===== src/rtl/instr_fetch_dispatch_pkg.sv =====
// Shared definitions for the instruction fetch/dispatch controller:
// opcodes, instruction field layout, state encoding and control bundle.
package instr_fetch_dispatch_pkg;

  // Opcode constants (instruction bits [15:12])
  localparam logic [3:0] OP_NOP    = 4'b0000;
  localparam logic [3:0] OP_STORE  = 4'b0011;
  localparam logic [3:0] OP_LOAD   = 4'b0100;
  localparam logic [3:0] OP_HALT   = 4'b1111;
  localparam logic [3:0] OP_ILL_LO = 4'b1000;
  localparam logic [3:0] OP_ILL_HI = 4'b1110;

  // Instruction field positions
  localparam int OP_MSB = 15;
  localparam int OP_LSB = 12;
  localparam int P1_MSB = 11;
  localparam int P1_LSB = 6;
  localparam int P2_MSB = 5;
  localparam int P2_LSB = 0;

  // Controller state encoding
  typedef enum logic [3:0] {
    S_IDLE    = 4'd0,
    S_F_ADDR  = 4'd1,
    S_F_READ  = 4'd2,
    S_F_LATCH = 4'd3,
    S_F_IR    = 4'd4,
    S_DECODE  = 4'd5,
    S_EXEC    = 4'd6,
    S_HALT    = 4'd7,
    S_FAULT   = 4'd8
  } state_e;

  // Per-cycle datapath control strobes
  typedef struct packed {
    logic pc_out;
    logic pc_inc;
    logic mar_en;
    logic mem_en;
    logic mem_rw;
    logic mdr_en_read;
    logic mdr_out;
    logic ir_en;
    logic exec_go;
  } ctrl_t;

  function automatic logic [3:0] opcode_of(input logic [15:0] instr);
    return instr[OP_MSB:OP_LSB];
  endfunction

  function automatic logic is_illegal(input logic [3:0] op);
    return (op >= OP_ILL_LO) && (op <= OP_ILL_HI);
  endfunction

  // Reassemble the instruction word from its fields for the execution units
  function automatic logic [15:0] pack_instr(input logic [15:0] instr);
    return {instr[OP_MSB:OP_LSB], instr[P1_MSB:P1_LSB], instr[P2_MSB:P2_LSB]};
  endfunction

endpackage


===== src/rtl/instr_fetch_dispatch_watchdog.sv =====
// EXEC-phase watchdog: counts cycles while enabled, flags the last allowed cycle.
module exec_watchdog #(
  parameter int TIMEOUT = 32
) (
  input  logic clk,
  input  logic rst,
  input  logic clear,
  input  logic enable,
  output logic expired
);

  localparam int CW = (TIMEOUT > 1) ? $clog2(TIMEOUT) : 1;
  localparam logic [CW-1:0] LAST = CW'(TIMEOUT - 1);

  logic [CW-1:0] count_q;
  logic [CW-1:0] count_d;

  // Next count: restart on clear, advance while enabled, hold at the last value
  always_comb begin
    count_d = count_q;
    if (clear) begin
      count_d = '0;
    end else if (enable && (count_q != LAST)) begin
      count_d = count_q + {{(CW-1){1'b0}}, 1'b1};
    end else begin
      count_d = count_q;
    end
  end

  // Cycle counter register
  always_ff @(posedge clk or negedge rst) begin
    if (!rst) begin
      count_q <= '0;
    end else begin
      count_q <= count_d;
    end
  end

  assign expired = enable && (count_q == LAST);

endmodule


===== src/rtl/instr_fetch_dispatch.sv =====
// Instruction fetch/decode/dispatch controller. Walks the memory path to load
// the IR, decodes the opcode, and hands the instruction to the execution units,
// guarding EXEC with a watchdog. All outputs come straight from flops.
module instr_fetch_dispatch
  import instr_fetch_dispatch_pkg::*;
#(
  parameter int TIMEOUT = 32
) (
  input  logic        clk,
  input  logic        rst,
  input  logic        run,
  input  logic [15:0] bus_in,
  input  logic        exec_done,
  output logic        PC_out,
  output logic        PC_inc,
  output logic        MAR_EN,
  output logic        mem_EN,
  output logic        mem_RW,
  output logic        MDR_EN_read,
  output logic        MDR_out,
  output logic        IR_EN,
  output logic [15:0] fullBitNum,
  output logic        exec_go,
  output logic        halted,
  output logic        illegal,
  output logic        timeout,
  output logic [7:0]  instr_count
);

  state_e      state_q, state_d;
  logic [15:0] ir_q, ir_d;
  logic [7:0]  count_q, count_d;
  ctrl_t       ctrl_q, ctrl_d;
  logic [15:0] full_q, full_d;
  logic        halted_q, halted_d;
  logic        illegal_q, illegal_d;
  logic        timeout_q, timeout_d;
  logic        wd_expired_s;
  logic        in_exec_s;

  assign in_exec_s = (state_q == S_EXEC);

  exec_watchdog #(.TIMEOUT(TIMEOUT)) u_watchdog (
    .clk     (clk),
    .rst     (rst),
    .clear   (!in_exec_s),
    .enable  (in_exec_s),
    .expired (wd_expired_s)
  );

  // Next-state, IR capture, retire counter and sticky status flags
  always_comb begin
    state_d   = state_q;
    ir_d      = ir_q;
    count_d   = count_q;
    halted_d  = halted_q;
    illegal_d = illegal_q;
    timeout_d = timeout_q;
    case (state_q)
      S_IDLE: begin
        if (run) begin
          state_d = S_F_ADDR;
        end else begin
          state_d = S_IDLE;
        end
      end
      S_F_ADDR:  state_d = S_F_READ;
      S_F_READ:  state_d = S_F_LATCH;
      S_F_LATCH: state_d = S_F_IR;
      S_F_IR: begin
        ir_d    = bus_in;
        state_d = S_DECODE;
      end
      S_DECODE: begin
        if (opcode_of(ir_q) == OP_NOP) begin
          count_d = count_q + 8'd1;
          state_d = run ? S_F_ADDR : S_IDLE;
        end else if (opcode_of(ir_q) == OP_HALT) begin
          halted_d = 1'b1;
          state_d  = S_HALT;
        end else if (is_illegal(opcode_of(ir_q))) begin
          illegal_d = 1'b1;
          state_d   = S_FAULT;
        end else begin
          state_d = S_EXEC;
        end
      end
      S_EXEC: begin
        // Completion takes priority over a same-cycle watchdog expiry
        if (exec_done) begin
          count_d = count_q + 8'd1;
          state_d = run ? S_F_ADDR : S_IDLE;
        end else if (wd_expired_s) begin
          timeout_d = 1'b1;
          state_d   = S_FAULT;
        end else begin
          state_d = S_EXEC;
        end
      end
      S_HALT:  state_d = S_HALT;
      S_FAULT: state_d = S_FAULT;
      // Unreachable encodings park in the terminal fault state
      default: state_d = S_FAULT;
    endcase
  end

  // Control strobes for the state being entered, so they register alongside it
  always_comb begin
    ctrl_d = '0;
    full_d = 16'h0000;
    case (state_d)
      S_F_ADDR: begin
        ctrl_d.pc_out = 1'b1;
        ctrl_d.mar_en = 1'b1;
      end
      S_F_READ: begin
        ctrl_d.mem_en = 1'b1;
        ctrl_d.mem_rw = 1'b1;
      end
      S_F_LATCH: begin
        ctrl_d.mem_en      = 1'b1;
        ctrl_d.mem_rw      = 1'b1;
        ctrl_d.mdr_en_read = 1'b1;
      end
      S_F_IR: begin
        ctrl_d.mdr_out = 1'b1;
        ctrl_d.ir_en   = 1'b1;
      end
      S_DECODE: begin
        // DECODE is only entered from F_IR, so ir_d holds the new instruction
        ctrl_d.pc_inc = (opcode_of(ir_d) == OP_NOP);
      end
      S_EXEC: begin
        ctrl_d.exec_go = 1'b1;
        full_d         = pack_instr(ir_d);
      end
      default: begin
        ctrl_d = '0;
        full_d = 16'h0000;
      end
    endcase
  end

  // State, datapath and output registers; reset clears everything at once
  always_ff @(posedge clk or negedge rst) begin
    if (!rst) begin
      state_q   <= S_IDLE;
      ir_q      <= 16'h0000;
      count_q   <= 8'h00;
      ctrl_q    <= '0;
      full_q    <= 16'h0000;
      halted_q  <= 1'b0;
      illegal_q <= 1'b0;
      timeout_q <= 1'b0;
    end else begin
      state_q   <= state_d;
      ir_q      <= ir_d;
      count_q   <= count_d;
      ctrl_q    <= ctrl_d;
      full_q    <= full_d;
      halted_q  <= halted_d;
      illegal_q <= illegal_d;
      timeout_q <= timeout_d;
    end
  end

  assign PC_out      = ctrl_q.pc_out;
  assign PC_inc      = ctrl_q.pc_inc;
  assign MAR_EN      = ctrl_q.mar_en;
  assign mem_EN      = ctrl_q.mem_en;
  assign mem_RW      = ctrl_q.mem_rw;
  assign MDR_EN_read = ctrl_q.mdr_en_read;
  assign MDR_out     = ctrl_q.mdr_out;
  assign IR_EN       = ctrl_q.ir_en;
  assign exec_go     = ctrl_q.exec_go;
  assign fullBitNum  = full_q;
  assign halted      = halted_q;
  assign illegal     = illegal_q;
  assign timeout     = timeout_q;
  assign instr_count = count_q;

endmodule


===== config.mk =====
export PLATFORM = sky130hd
export DESIGN_NAME = instr_fetch_dispatch
export DESIGN_NICKNAME = d
export VERILOG_FILES = /design/src/rtl/instr_fetch_dispatch_pkg.sv /design/src/rtl/instr_fetch_dispatch_watchdog.sv /design/src/rtl/instr_fetch_dispatch.sv
export SDC_FILE = /design/constraint.sdc
export NUM_CORES = 1
export LEC_CHECK = 0
export ABC_AREA = 1
export CORE_MARGIN = 4
export CORE_UTILIZATION = 66
export CTS_BUF_LIST = sky130_fd_sc_hd__clkbuf_4 sky130_fd_sc_hd__clkbuf_8 sky130_fd_sc_hd__clkbuf_16
export DETAILED_ROUTE_END_ITERATION = 10
export DONT_BUFFER_PORTS = 1
export PLACE_DENSITY = 0.91
export SYNTH_ARGS = -nofsm -noshare
export SYNTH_HDL_FRONTEND = slang
export SYNTH_SLANG_ARGS = --single-unit

===== constraint.sdc =====
create_clock -name clk -period 3.9 [get_ports clk]
set_clock_uncertainty 0.05 [all_clocks]
set_input_delay 1.17 -clock clk [delete_from_list [all_inputs] [get_ports clk]]
set_output_delay 1.17 -clock clk [all_outputs]
set_load 0.02 [all_outputs]

==> metrics.md <==
| Metric | Value |
|---|---|
| Status | `finished, final reports clean` |
| Setup TNS | `0 ns` |
| Dpl hpwl | `3.04 mm` |
| Area post-placement | `about 0.0025 sq mm` |
| Initial antenna violation count | `0` |
| Slowest CP cell | `nor2_1` |
| Remaining Overflow, GRT | `0` |
| # port buffers | `0` |
| Drt first pass iters | `4` |
| Worst Path Required | `4.10 ns` |
| Post_cts resized | `0` |
| PD cells | `between 400 and 500 mW/mm^2` |
| Worst path most repeated cell | `nor2_1` |
| Post-Place Setup Slack | `1.58 ns` |
| Critical Path AT | `2.40 ns` |
| Fin. Hold Viols | `0` |
| Crit. End Element | `flip-flop` |
| CTS Hold Bufs | `0` |
| Die height | `about 70 um` |
| Mean area per synthesized cell | `just under 10 sq um` |
| Slack of the critical path | `between 1.5 and 2 ns` |
| Final wirelength | `4.56 mm` |
| ANT nets after route | `0` |
| Dpl cells | `about 300` |
| Pin count of the biggest net entering global routing | `59` |
| CP Buf/Inv Count | `1` |
| Final cell count without fillers | `~320` |
| Rel. slew slack | `55.1%` |
| Vias per cell | `around 5.2` |
| Syn Inst Count | `between 200 and 300` |
| FF+latch count, synth | `58` |
| CTS root buf | `clkbuf_8` |
| Tmin final | `2.20 ns` |
| Gpl congestion | `between 0.9 and 1` |
| Crit Path Max Fanout | `17` |
| CTS tree | `done` |
| Syn Nets | `around 280` |
| Fin nets | `~290` |
| Cell area after layout | `~0.0028 sq mm` |
| Met3 WL post-DR | `slightly below 500 um` |
| Max_cap viols | `0` |
| Leak Pwr | `between 1.5 and 2 nW` |
| Rows | `22` |
| Num ports | `56` |
| Number of global-route vias before repair | `between 1.5k and 2k` |
| F_max | `roughly 450 MHz` |
| Sequential fraction of the synthesis area | `around 57%` |
| Number of buffers created by CTS | `9` |
| Mapped Area | `about 0.0025 sq mm` |
| CTS Sinks | `58` |
| Core area | `about 0.0037 sq mm` |
| Layout fillers | `~260` |
| Area Overhead vs Synth | `8.76%` |
| First DRT Iteration DRCs | `84` |
| Crit-path max cell delay | `between 0.5 and 0.6 ns` |
| Critical Path Start Type | `flip-flop` |
| Hold/Removal Path Class | `input pin to async pin` |
| Period utilization | `56.5%` |
| DR WL/cell | `approximately 14 um` |
| DIE AREA | `0.00489 sq mm` |
| Initial Util | `68.6%` |
| Clock transition at path regs | `0.07 ns` |
| Postcts setup bufs | `0` |
| N_diodes | `0` |
| Via count | `1659` |
| WHS | `~0.48 ns` |
| Library cells used by synthesis | `28` |
| Worst vdd ir | `about 280 uV` |
| Top delay family on crit path | `simple AND/OR/NAND/NOR gates` |
| Leading cell type in the layout, fill and taps excluded | `dfrtp_1` |
| Yosys warnings | `0` |
| WL met1 | `~1.8 mm` |
| DRC viols | `0` |
| GRT Overall Usage | `20.5%` |
| Worst skew pair latency | `~0.33 ns` |
| Kind of critical path | `flip-flop to flip-flop` |
| Max Buffers Root-to-Sink | `2` |
| Final Setup Violations | `0` |
| Slew Viols, Final | `0` |
| First-pass GRT wire length | `between 7 and 8 mm` |
| Worst-Margin Slew | `0.670 ns` |
| Most frequent cells in the layout | `dfrtp_1, inv_1, nand2_1` |
| RSZ-0062 raised after global routing | `false` |
| H-Tree Depth | `3` |
| Metal2 WL | `2.20 mm` |
| Critical path, cell by cell | `inv_1 -> nand2_1 -> nor2_1 -> nor2_1 -> nand4_1 -> nand3_4 -> nor2_1` |
| Top Metal Used | `met4` |
| Layout cells sized above 1 | `roughly a fifth` |
| Die span in x | `69.9 um` |
[final timing paths]
| path | from | to | slack [ns] | cells after the start |
|---|---|---|---|---|
| max in group asynchronous | rst | fullBitNum[3]$_DFF_PN0_ | 3.21 | 0 |
| worst min register to register | u_watchdog.count_q[3]$_DFFE_PN0P_ | u_watchdog.count_q[3]$_DFFE_PN0P_ | 0.49 | 2 |
| min in group clk | u_watchdog.count_q[3]$_DFFE_PN0P_ | u_watchdog.count_q[3]$_DFFE_PN0P_ | 0.49 | 2 |
| worst max register to register | state_q[1]$_DFF_PN0_ | fullBitNum[0]$_DFF_PN0_ | 1.70 | 7 |
| worst min-delay path | rst | IR_EN$_DFF_PN0_ | 0.48 | 0 |
| worst max-delay path | state_q[1]$_DFF_PN0_ | fullBitNum[0]$_DFF_PN0_ | 1.70 | 7 |
[cells by family after synthesis]
group,count (synthesis),synth area share [%]
AO/OA/AOI/OAI,26,5.59
XOR/XNOR,7,2.42
adder cells (fa/ha/maj),3,1.48
buffers and inverters,49,8.66
flip-flops,58,57.4
multiplexers,1,0.445
AND/OR/NAND/NOR,116,24.0
[synth_stat cells, drive strengths merged]
cell	n	area (sq um)
a21o	1	7.51
a21oi	5	25.0
buf	5	53.8
clkbuf	2	7.51
dfrtp	58	1450
ha	3	37.5
inv	42	158
mux2	1	11.3
nand2	38	150
nand3	12	77.6
nand4	5	31.3
nor2	43	241
nor3	5	25.0
o21a	2	15.0
o21ai	18	93.8
or2	13	81.3
xnor2	2	17.5
xor2	5	43.8
[stage by stage]
stage | utilization (%) | power, mW
2_1_floorplan | - | 0.614
3_3_place_gp | 68.5 | 0.614
3_5_place_dp | 68.5 | 0.614
4_1_cts | 74.6 | 1.23
5_1_grt | 74.6 | 1.26
6_report | 74.6 | 1.22
[registers in the layout (all words and copies together) (netlist names)]
name / count
u_watchdog.count_q: 5
MDR_EN_read: 1
fullBitNum: 16
PC_inc: 1
IR_EN: 1
exec_go: 1
halted: 1
MAR_EN: 1
illegal: 1
ir_q: 16
mem_EN: 1
instr_count: 8
timeout: 1
state_q: 4
[power by group]
part,total [mW],internal [mW],switching [mW]
logic,0.000877,0.000275,0.000601
clock network,0.613,0.382,0.232
registers,0.602,0.602,0
total,1.22,0.984,0.232
[area by class of cell]
class	instances	area [sq um]	share of cell area, %
multi-input combinational	153	858	31.2
tap	48	60.1	2.18
inverter	42	158	5.73
sequential	58	1450	52.8
clock buffer	11	145	5.28
clock inverter	5	77.6	2.82
[per-layer routing]
metal | track usage (%) | vias to the layer above
met5 | 0 | -
met3 | 13.4 | 9
li1 | - | 805
met4 | 6.81 | 0
met1 | 23.1 | 788
met2 | 31.7 | 57
No activity file was read; power rests on OpenSTA's default activity.
